<file path="src/rtl/tracker_pkg.sv">
// Shared definitions for the solar-tracker axis sequencers and max_counter:
// default widths, servo direction encoding, sequencer states and the
// per-state decode of the registered control strobes.
package tracker_pkg;

  // Default widths; max_counter uses the same count width as the sequencer.
  localparam int DEF_CW = 15;
  localparam int DEF_VW = 12;

  // Servo direction encoding.
  localparam logic DIR_FWD  = 1'b0;  // toward 180 degrees
  localparam logic DIR_BACK = 1'b1;  // toward 0 degrees

  typedef enum logic [2:0] {
    ST_IDLE    = 3'd0,
    ST_CLEAR   = 3'd1,
    ST_SWEEP   = 3'd2,
    ST_ARM     = 3'd3,
    ST_RETURN  = 3'd4,
    ST_RELEASE = 3'd5
  } sweep_state_t;

  // Control strobes driven by the sequencer, all registered.
  typedef struct packed {
    logic mc;
    logic cnt_rst;
    logic move;
    logic dir;
    logic busy;
    logic done;
  } sweep_ctl_t;

  // Moore decode of the strobes for a given state.
  function automatic sweep_ctl_t f_decode(input sweep_state_t st);
    sweep_ctl_t c;
    c = '0;
    c.dir = DIR_FWD;
    case (st)
      ST_IDLE: begin
        c = '0;
      end
      ST_CLEAR: begin
        c.cnt_rst = 1'b1;
        c.busy    = 1'b1;
      end
      ST_SWEEP: begin
        c.move = 1'b1;
        c.dir  = DIR_FWD;
        c.busy = 1'b1;
      end
      ST_ARM: begin
        // Direction flips only once RETURN starts, so the servo sees one
        // idle cycle before reversing.
        c.mc   = 1'b1;
        c.busy = 1'b1;
      end
      ST_RETURN: begin
        c.mc   = 1'b1;
        c.move = 1'b1;
        c.dir  = DIR_BACK;
        c.busy = 1'b1;
      end
      ST_RELEASE: begin
        c.cnt_rst = 1'b1;
        c.done    = 1'b1;
        c.busy    = 1'b1;
      end
      default: begin
        c = '0;
      end
    endcase
    return c;
  endfunction

endpackage

</file>
<file path="src/rtl/peak_hold.sv">
// Peak tracker for one sweep: remembers the largest voltage sample and the
// position count at which it was first seen. Cleared when a new sweep is
// accepted; only samples presented with i_en are considered.
module peak_hold
  import tracker_pkg::*;
#(
  parameter int CW = DEF_CW,
  parameter int VW = DEF_VW
) (
  input  logic          i_clk,
  input  logic          i_rst,
  input  logic          i_clr,
  input  logic          i_en,
  input  logic [VW-1:0] i_val,
  input  logic [CW-1:0] i_pos,
  output logic [VW-1:0] o_max_val,
  output logic [CW-1:0] o_max_pos
);

  logic [VW-1:0] r_max_val;
  logic [CW-1:0] r_max_pos;
  logic          w_capture;

  // Strict compare: an equal later sample does not move the recorded peak.
  assign w_capture = i_en && (i_val > r_max_val);

  // Peak value/position register with clear on new sweep.
  always_ff @(posedge i_clk or posedge i_rst) begin
    if (i_rst) begin
      r_max_val <= '0;
      r_max_pos <= '0;
    end else if (i_clr) begin
      r_max_val <= '0;
      r_max_pos <= '0;
    end else if (w_capture) begin
      r_max_val <= i_val;
      r_max_pos <= i_pos;
    end
  end

  assign o_max_val = r_max_val;
  assign o_max_pos = r_max_pos;

endmodule

</file>
<file path="src/rtl/sweep_sequencer.sv">
// One-axis sweep sequencer: sweeps the servo forward while recording the
// photo-voltage peak, then drives back until the position count matches the
// peak position. Drives MC/CNT_RST of max_counter and watches its CNT_RU flag
// as a guard against a counter that has run dry.
module sweep_sequencer
  import tracker_pkg::*;
#(
  parameter int CW = DEF_CW,
  parameter int VW = DEF_VW
) (
  input  logic          CLK,
  input  logic          RST,
  input  logic          START,
  input  logic          LIMIT,
  input  logic [VW-1:0] VOLT,
  input  logic          VOLT_VALID,
  input  logic          CNT_RU,
  output logic          MC,
  output logic          CNT_RST,
  output logic          MOVE,
  output logic          DIR,
  output logic          BUSY,
  output logic          DONE,
  output logic          FAULT,
  output logic [VW-1:0] MAX_VAL,
  output logic [CW-1:0] MAX_POS
);

  localparam logic [CW-1:0] POS_ONE = CW'(1);

  // The forward sweep stops when the position count can no longer grow.
  function automatic logic f_pos_full(input logic [CW-1:0] p);
    return &p;
  endfunction

  sweep_state_t  r_state;
  sweep_state_t  w_state_nxt;
  logic [CW-1:0] r_pos;
  logic [CW-1:0] w_pos_nxt;
  logic          r_fault;
  logic          w_fault_nxt;
  sweep_ctl_t    r_ctl;
  sweep_ctl_t    w_ctl_nxt;
  logic          w_accept;
  logic          w_sample_en;
  logic [VW-1:0] w_max_val;
  logic [CW-1:0] w_max_pos;

  assign w_sample_en = (r_state == ST_SWEEP) && VOLT_VALID;

  peak_hold #(
    .CW (CW),
    .VW (VW)
  ) u_peak_hold (
    .i_clk     (CLK),
    .i_rst     (RST),
    .i_clr     (w_accept),
    .i_en      (w_sample_en),
    .i_val     (VOLT),
    .i_pos     (r_pos),
    .o_max_val (w_max_val),
    .o_max_pos (w_max_pos)
  );

  // Next-state, position and fault logic; strobes decoded from the next state.
  always_comb begin
    w_state_nxt = r_state;
    w_pos_nxt   = r_pos;
    w_fault_nxt = r_fault;
    w_accept    = 1'b0;
    case (r_state)
      ST_IDLE: begin
        if (START) begin
          w_accept    = 1'b1;
          w_state_nxt = ST_CLEAR;
          w_pos_nxt   = '0;
          w_fault_nxt = 1'b0;
        end
      end
      ST_CLEAR: begin
        w_state_nxt = ST_SWEEP;
      end
      ST_SWEEP: begin
        // The cycle that leaves SWEEP does not advance pos, so pos stays on
        // the last position that was actually sampled.
        if (LIMIT) begin
          w_state_nxt = ST_ARM;
        end else if (f_pos_full(r_pos)) begin
          w_fault_nxt = 1'b1;
          w_state_nxt = ST_ARM;
        end else begin
          w_pos_nxt = r_pos + POS_ONE;
        end
      end
      ST_ARM: begin
        w_pos_nxt   = r_pos - POS_ONE;
        w_state_nxt = ST_RETURN;
      end
      ST_RETURN: begin
        // Reaching the peak wins over the counter flag; an exhausted counter
        // means a zero-length sweep or a counter out of step with pos.
        if (r_pos == w_max_pos) begin
          w_state_nxt = ST_RELEASE;
        end else if (!CNT_RU) begin
          w_fault_nxt = 1'b1;
          w_state_nxt = ST_RELEASE;
        end else begin
          w_pos_nxt = r_pos - POS_ONE;
        end
      end
      ST_RELEASE: begin
        w_state_nxt = ST_IDLE;
      end
      default: begin
        w_state_nxt = ST_IDLE;
      end
    endcase
    w_ctl_nxt = f_decode(w_state_nxt);
  end

  // State, position, fault and registered strobe outputs.
  always_ff @(posedge CLK or posedge RST) begin
    if (RST) begin
      r_state <= ST_IDLE;
      r_pos   <= '0;
      r_fault <= 1'b0;
      r_ctl   <= '0;
    end else begin
      r_state <= w_state_nxt;
      r_pos   <= w_pos_nxt;
      r_fault <= w_fault_nxt;
      r_ctl   <= w_ctl_nxt;
    end
  end

  assign MC      = r_ctl.mc;
  assign CNT_RST = r_ctl.cnt_rst;
  assign MOVE    = r_ctl.move;
  assign DIR     = r_ctl.dir;
  assign BUSY    = r_ctl.busy;
  assign DONE    = r_ctl.done;
  assign FAULT   = r_fault;
  assign MAX_VAL = w_max_val;
  assign MAX_POS = w_max_pos;

endmodule
</file>
<file path="config.mk">
export PLATFORM = sky130hd
export DESIGN_NAME = sweep_sequencer
export DESIGN_NICKNAME = d
export VERILOG_FILES = /design/src/rtl/tracker_pkg.sv /design/src/rtl/peak_hold.sv /design/src/rtl/sweep_sequencer.sv
export SDC_FILE = /design/constraint.sdc
export NUM_CORES = 1
export LEC_CHECK = 0
export ABC_AREA = 1
export BUFFER_PORTS_ARGS = -buffer_cell sky130_fd_sc_hd__buf_4
export CAP_MARGIN = 20
export CORE_ASPECT_RATIO = 0.7
export CORE_MARGIN = 3
export CORE_UTILIZATION = 30
export CTS_BUF_LIST = sky130_fd_sc_hd__clkbuf_2
export DETAILED_ROUTE_END_ITERATION = 6
export SLEW_MARGIN = 5
export SYNTH_ARGS = -nofsm -noshare
export SYNTH_HDL_FRONTEND = slang
export SYNTH_SLANG_ARGS = --single-unit
</file>
<file path="constraint.sdc">
create_clock -name CLK -period 6.6 [get_ports CLK]
set_input_delay 0.33 -clock CLK [delete_from_list [all_inputs] [get_ports CLK]]
set_output_delay 0.33 -clock CLK [all_outputs]
set_load 0.02 [all_outputs]
</file>
Yosys cells after proc, flatten, opt, wreduce, memory -nomap -nowiden
Cells that the tools add are included.
Storage, ports and cells
  bits of input ports: 18
  flip-flop bits (word level): 52
  output and inout bits: 34
  word-level logic and storage cells: 72
Cells by class
  reduce and logical (&&, ||, !) cells: 12
  multiplexer cells: 29
  order comparisons: 1
  eq/ne operators: 17
  add/sub/neg operators: 2
Operator list (number)
  two-way mux 15 bit: 7
  one-hot mux 15 bit (4 select lines): 1
  two-way mux 12 bit: 2
  adder 15 x 1 -> 15 bit, second input constant: 1
  == test 15 bit: 1
  two-way mux 3 bit: 5
  one-hot mux 3 bit (5 select lines): 1
  AND reduction 15 bit: 1
  subtractor 15 x 1 -> 15 bit, second input constant: 1
  == test 3 x 2 -> 1 bit, second input constant: 4
  greater-than comparator 12 bit: 1
  != test 2 bit, second input constant: 6
  AND reduction 6 bit: 2
  two-way mux 1 bit: 11
  == test 3 bit, second input constant: 3
  == test 3 x 1 -> 1 bit, second input constant: 2
  OR reduction 5 bit: 1
  one-hot mux 2 bit (2 select lines): 1
  nonzero test 4 bit: 1
  OR reduction 2 bit: 2
  logical NOT 3 bit: 1
  one-hot mux 1 bit (3 select lines): 1
  nonzero test 3 bit: 1
  logical AND 1 bit: 2
  2 further kinds: 2

Longest topological paths before layout
  depth in word-level cells: 7
  mapped depth: 13
  mapped depth without buffers: 13

By module
From an unflattened synthesis, not the netlist that was laid out.
Unflattened totals
  cells, all modules: 557
  area total of the unflattened synthesis: 3986.3 sq um
By module, submodules not included
  sweep_sequencer: area each 2298.5 sq um, times used 1, seq. area each 625.6 sq um, cells an instance 372
  peak_hold: area each 1687.9 sq um, times used 1, seq. area each 675.6 sq um, cells an instance 185

Worst setup path before layout
Ideal clock, no wire load.
  path kind: reg-to-reg
  start point: register r_state[0]
  end point: register r_pos[12]
  data arrival time: 2.192 ns
  buffers on the path: 0
  stages on the path, launching flop included: 14
  period minus slack after synthesis: 2.311 ns
  path slack: 4.289 ns
  setup time: 0.119 ns
  required time: 6.481 ns
  cells stage by stage: dfrtp_1 -> nor2_1 -> nand2_1 -> nand2_1 -> inv_1 -> fa_1 -> inv_1 -> nand3_1 -> nand3_1 -> nand3_1 -> nand3_1 -> nand2_1 -> nand3_1 -> o21ai_2
On the way
  word-level cells in the longest chain between the ends: 3
  elaborated cells on any way between the ends: 12
  classes of those cells: 8 x eq/ne; 1 x mux; 3 x reduce/logical
Ends and longest elaborated chain
  start: declaration: RTL line sweep_sequencer.sv:36  | sweep_state_t r_state;
  start signal: assignment: RTL line sweep_sequencer.sv:129  | r_state <= w_state_nxt;
  == test 3 bit (tied with other cells): RTL line sweep_sequencer.sv:71  | case (r_state)
  != test 2 bit (no line) or nonzero test 4 bit (tied branches)
  AND reduction 6 bit (no line)
  end signal: assignment: RTL line sweep_sequencer.sv:130  | r_pos <= w_pos_nxt;
  end: declaration: RTL line sweep_sequencer.sv:38  | logic [CW-1:0] r_pos;
Parallel ways exist; a longest one is shown, timed or not.
A chain may end at the register's enable or synchronous reset.

Worst setup path after layout
  start point: register r_state[0]
  end point: register r_pos[13]
Same word-level chain as after synthesis.

==> qor.yml <==
timing:
  period_share_pct: 44.1
  hold_viol_final: 0
  max-slew-margin-rel_pct: 33.5
  final.setup.tns_ps: 0
  whs_ps: 36.8
  final_max_slew_viol_count: 0
  setup_viol: 0
  fmax_ghz: 0.344
  rsz0062_at_grt: "no"
  finalCriticalPeriod_ps: 2910
  worstMarginPinSlew_ps: 996
  skew_ps: 38.1
logic_synthesis:
  syn_avg_cell_area_um2: 7.08
  synthCells: 533
  yosysSeqAreaShare_pct: 34.5
  synth_area_leaders: "dfrtp_1 (34%), nand2_1 (17%), ha_1 (8.3%)"
  synth_area_mm2: 0.00377
  synth-seq-cells: 52
  synth_edf_count: 0
  synth_cell_types: 32
  yosys.area.top_type_share_pct: 34.5
  synth_top_area_cell: "dfrtp_1"
  synth_ff_type: "dfrtp_1"
  ys_warn_count: 0
  synth_common_cells: "nand2_1 (166), inv_1 (76), dfrtp_1 (52)"
  ys_async_sr_fraction_pct: 100
  synth_most_common_cell: "nand2_1"
  synth_nets: 577
grt:
  grt_overflow_total: 0
  grt_pass1_vias: 3236
  grt_first_pass_wirelength_um: 16600
  grtUsageTotal_pct: 14.5
  grt_max_degree: 53
  antenna_found_initial: 0
power_and_ir_drop:
  swShare_pct: 54.2
  combPwrFrac_pct: 64.9
  seq_power_share_pct: 27.1
  total_power_w: 0.00222
  vdd_drop_max_mv: 0.206
  pwr_density_cell_mw_per_mm2: 508
  p_int_w: 0.00102
  switchingPower_w: 0.00120
  clkPwrFrac_pct: 8.0
  power_leakage_nw: 2.30
worst_setup_path:
  ff2ff_setup_slack_ps: 3690
  startpoint_type: "flip-flop"
  cp.required_ps: 7000
  crit_family: "simple AND/OR/NAND/NOR gates"
  critical-path-slowest-cell: "ha_1"
  crit_buf_inv: 0
  ff2ff_path_depth: 13
  crit_fanout: 16
  slowest_delay_ps: 570
  reg2reg_from: "r_state[0]"
  worstPathCellList: "nor2_1 > nand2_1 > nand2_1 > ha_1 > a21oi_1 > nand2_1 > nand2_1 > nand2_1 > nand2_1 > nand2_1 > nand2_1 > nand2_1 > o21ai_2"
  crit_type: "reg2reg"
  endpoint_kind: "flip-flop"
  r2r-end: "r_pos[13]"
  crit_arrival_ps: 3310
  crit_path_frequent_cell: "nand2_1"
cts:
  clk_pin_slew_ps: 310
  cts_resized: 0
  post_cts_buffers: 0
  clockRootBuffer: "clkbuf_2"
  cts_hold_repair.buffers: 3
  cts_tree: "done"
  clk_latency_ps: 480
  clock-sinks: 52
  cts_buffer_depth: 2
  cts_inserted_buffers: 5
  cts.htree.levels: 2
floorplan:
  design.core.area_mm2: 0.0120
  pin_count: 52
  start_util_pct: 31.5
  die-area_mm2: 0.0140
  die_x_um: 140
  fp-row-count: 33
  die_y_um: 99.8
cells_and_area:
  fill_cells: 1279
  ff_latch_area_mm2: 0.00130
  layout-drive-gt1-share_pct: 18.1
  fin_nets: 629
  instances_no_fill: 743
  antenna_cells: 0
  fin_area_mm2: 0.00437
  area_growth_pct: 15.8
  multi_input_area_mm2: 0.00205
detailed_routing:
  drtIter0Drc: 274
  wl_per_cell_um: 13.4
  vias: 3450
  drc: 0
  vias_per_cell: 4.64
  final_antenna_net_count: 0
  drtPass1Iterations: 5
  drt-total-wl_um: 9980
place:
  dpl.hpwl_um: 7650
  dp.cells: 731
  placedInstanceArea_mm2: 0.00426
  port_buffers: 51
  gp_congestion: 0.899
run_status:
  outcome: "finished, final reports clean"
hold_path:
  hold_end: "u_peak_hold.o_max_val[1]"
  holdPathStages: 3
  min_path_type: "in2reg"
  min-delay-start: "VOLT[1]"
run:
  drv_cap: 0
-- registers in the layout, summed over array words and instances (netlist names) --
name and flops:
DONE 1, u_peak_hold.o_max_val 12, u_peak_hold.o_max_pos 15, BUSY 1, MOVE 1, r_state 3
r_pos 15, MC 1, DIR 1, CNT_RST 1, FAULT 1
-- power by group through the flow --
stage | Clock (W) | Combinational, W | Sequential [W]
floorplan | 0 | 0.00100 | 0.000655
global placement | 0 | 0.00142 | 0.000599
detailed placement | 0 | 0.00143 | 0.000605
CTS | 0.000183 | 0.00144 | 0.000599
global route | 0.000198 | 0.00161 | 0.000621
finish | 0.000178 | 0.00144 | 0.000600
-- layout make-up --
type | instances | share of cell area [%]
inverters | 86 | 7.39
clock inverters | 3 | 0.974
well taps | 157 | 4.50
flip-flops and latches | 52 | 29.8
clock buffers | 5 | 0.573
multi-input cells | 384 | 46.9
repair buffers | 56 | 9.85
-- worst min-delay path, stage by stage --
cell	delay (ps)
buf_4	90
nand2_1	50
nand2_1	60
-- layout by cell type (no fill, tap or decap), types with 2 or more instances in the layout --
cell type        n
clkbuf_2         5
dfrtp_1         52
dlygate4sd3_1    4
nand3_4          2
nand2_1        166
xnor2_1          6
o21ai_0         19
ha_1            25
nor2_4           2
xor2_1           4
nand3_1         51
nand2_2         14
nand4_1          3
o21ai_2         11
a21oi_1         20
inv_1           75
buf_4           52
and2_1           4
nor2_2           3
nor3_1           2
nor2_1          40
inv_2           11
nand2_4          2
o21ai_1          3
-- worst max-delay path by stage --
stage	start	to	slack, ps	depth (start not counted)
global route	r_state[0]	r_pos[8]	3470	11
floorplan	r_state[0]	r_pos[12]	4290	13
global placement	r_state[0]	r_pos[12]	3880	13
finish	r_state[0]	r_pos[13]	3690	13
CTS	r_state[0]	r_pos[13]	3700	13
detailed placement	r_state[0]	r_pos[8]	3780	11
-- cell families after synthesis --
group           synth area share [%]
compound gates                  9.12
xor+xnor                        2.32
fa+ha+maj                       8.82
buf+inv                         11.1
flops                           34.5
simple gates                    34.1
-- metrics by stage --
| stage | worst slack, ps | utilization, % |
|---|---|---|
| 4_1_cts | 3700 | 36.4 |
| 3_5_place_dp | 3780 | 35.6 |
| 2_1_floorplan | 4290 | - |
| 5_1_grt | 3470 | 36.5 |
| 6_report | 3690 | 36.5 |
| 3_3_place_gp | 3880 | 35.6 |
-- per-layer routing --
layer / global-route usage [%] / part of all wire (%) / up-vias
li1: - / - / 1768
met1: 23.0 / 52 / 1580
met2: 20.3 / 41 / 98
met3: 3.14 / 6.7 / 4
met4: 2.23 / 0.40 / 0
met5: 0 / 0 / -
No activity file was read; power rests on OpenSTA's default activity.
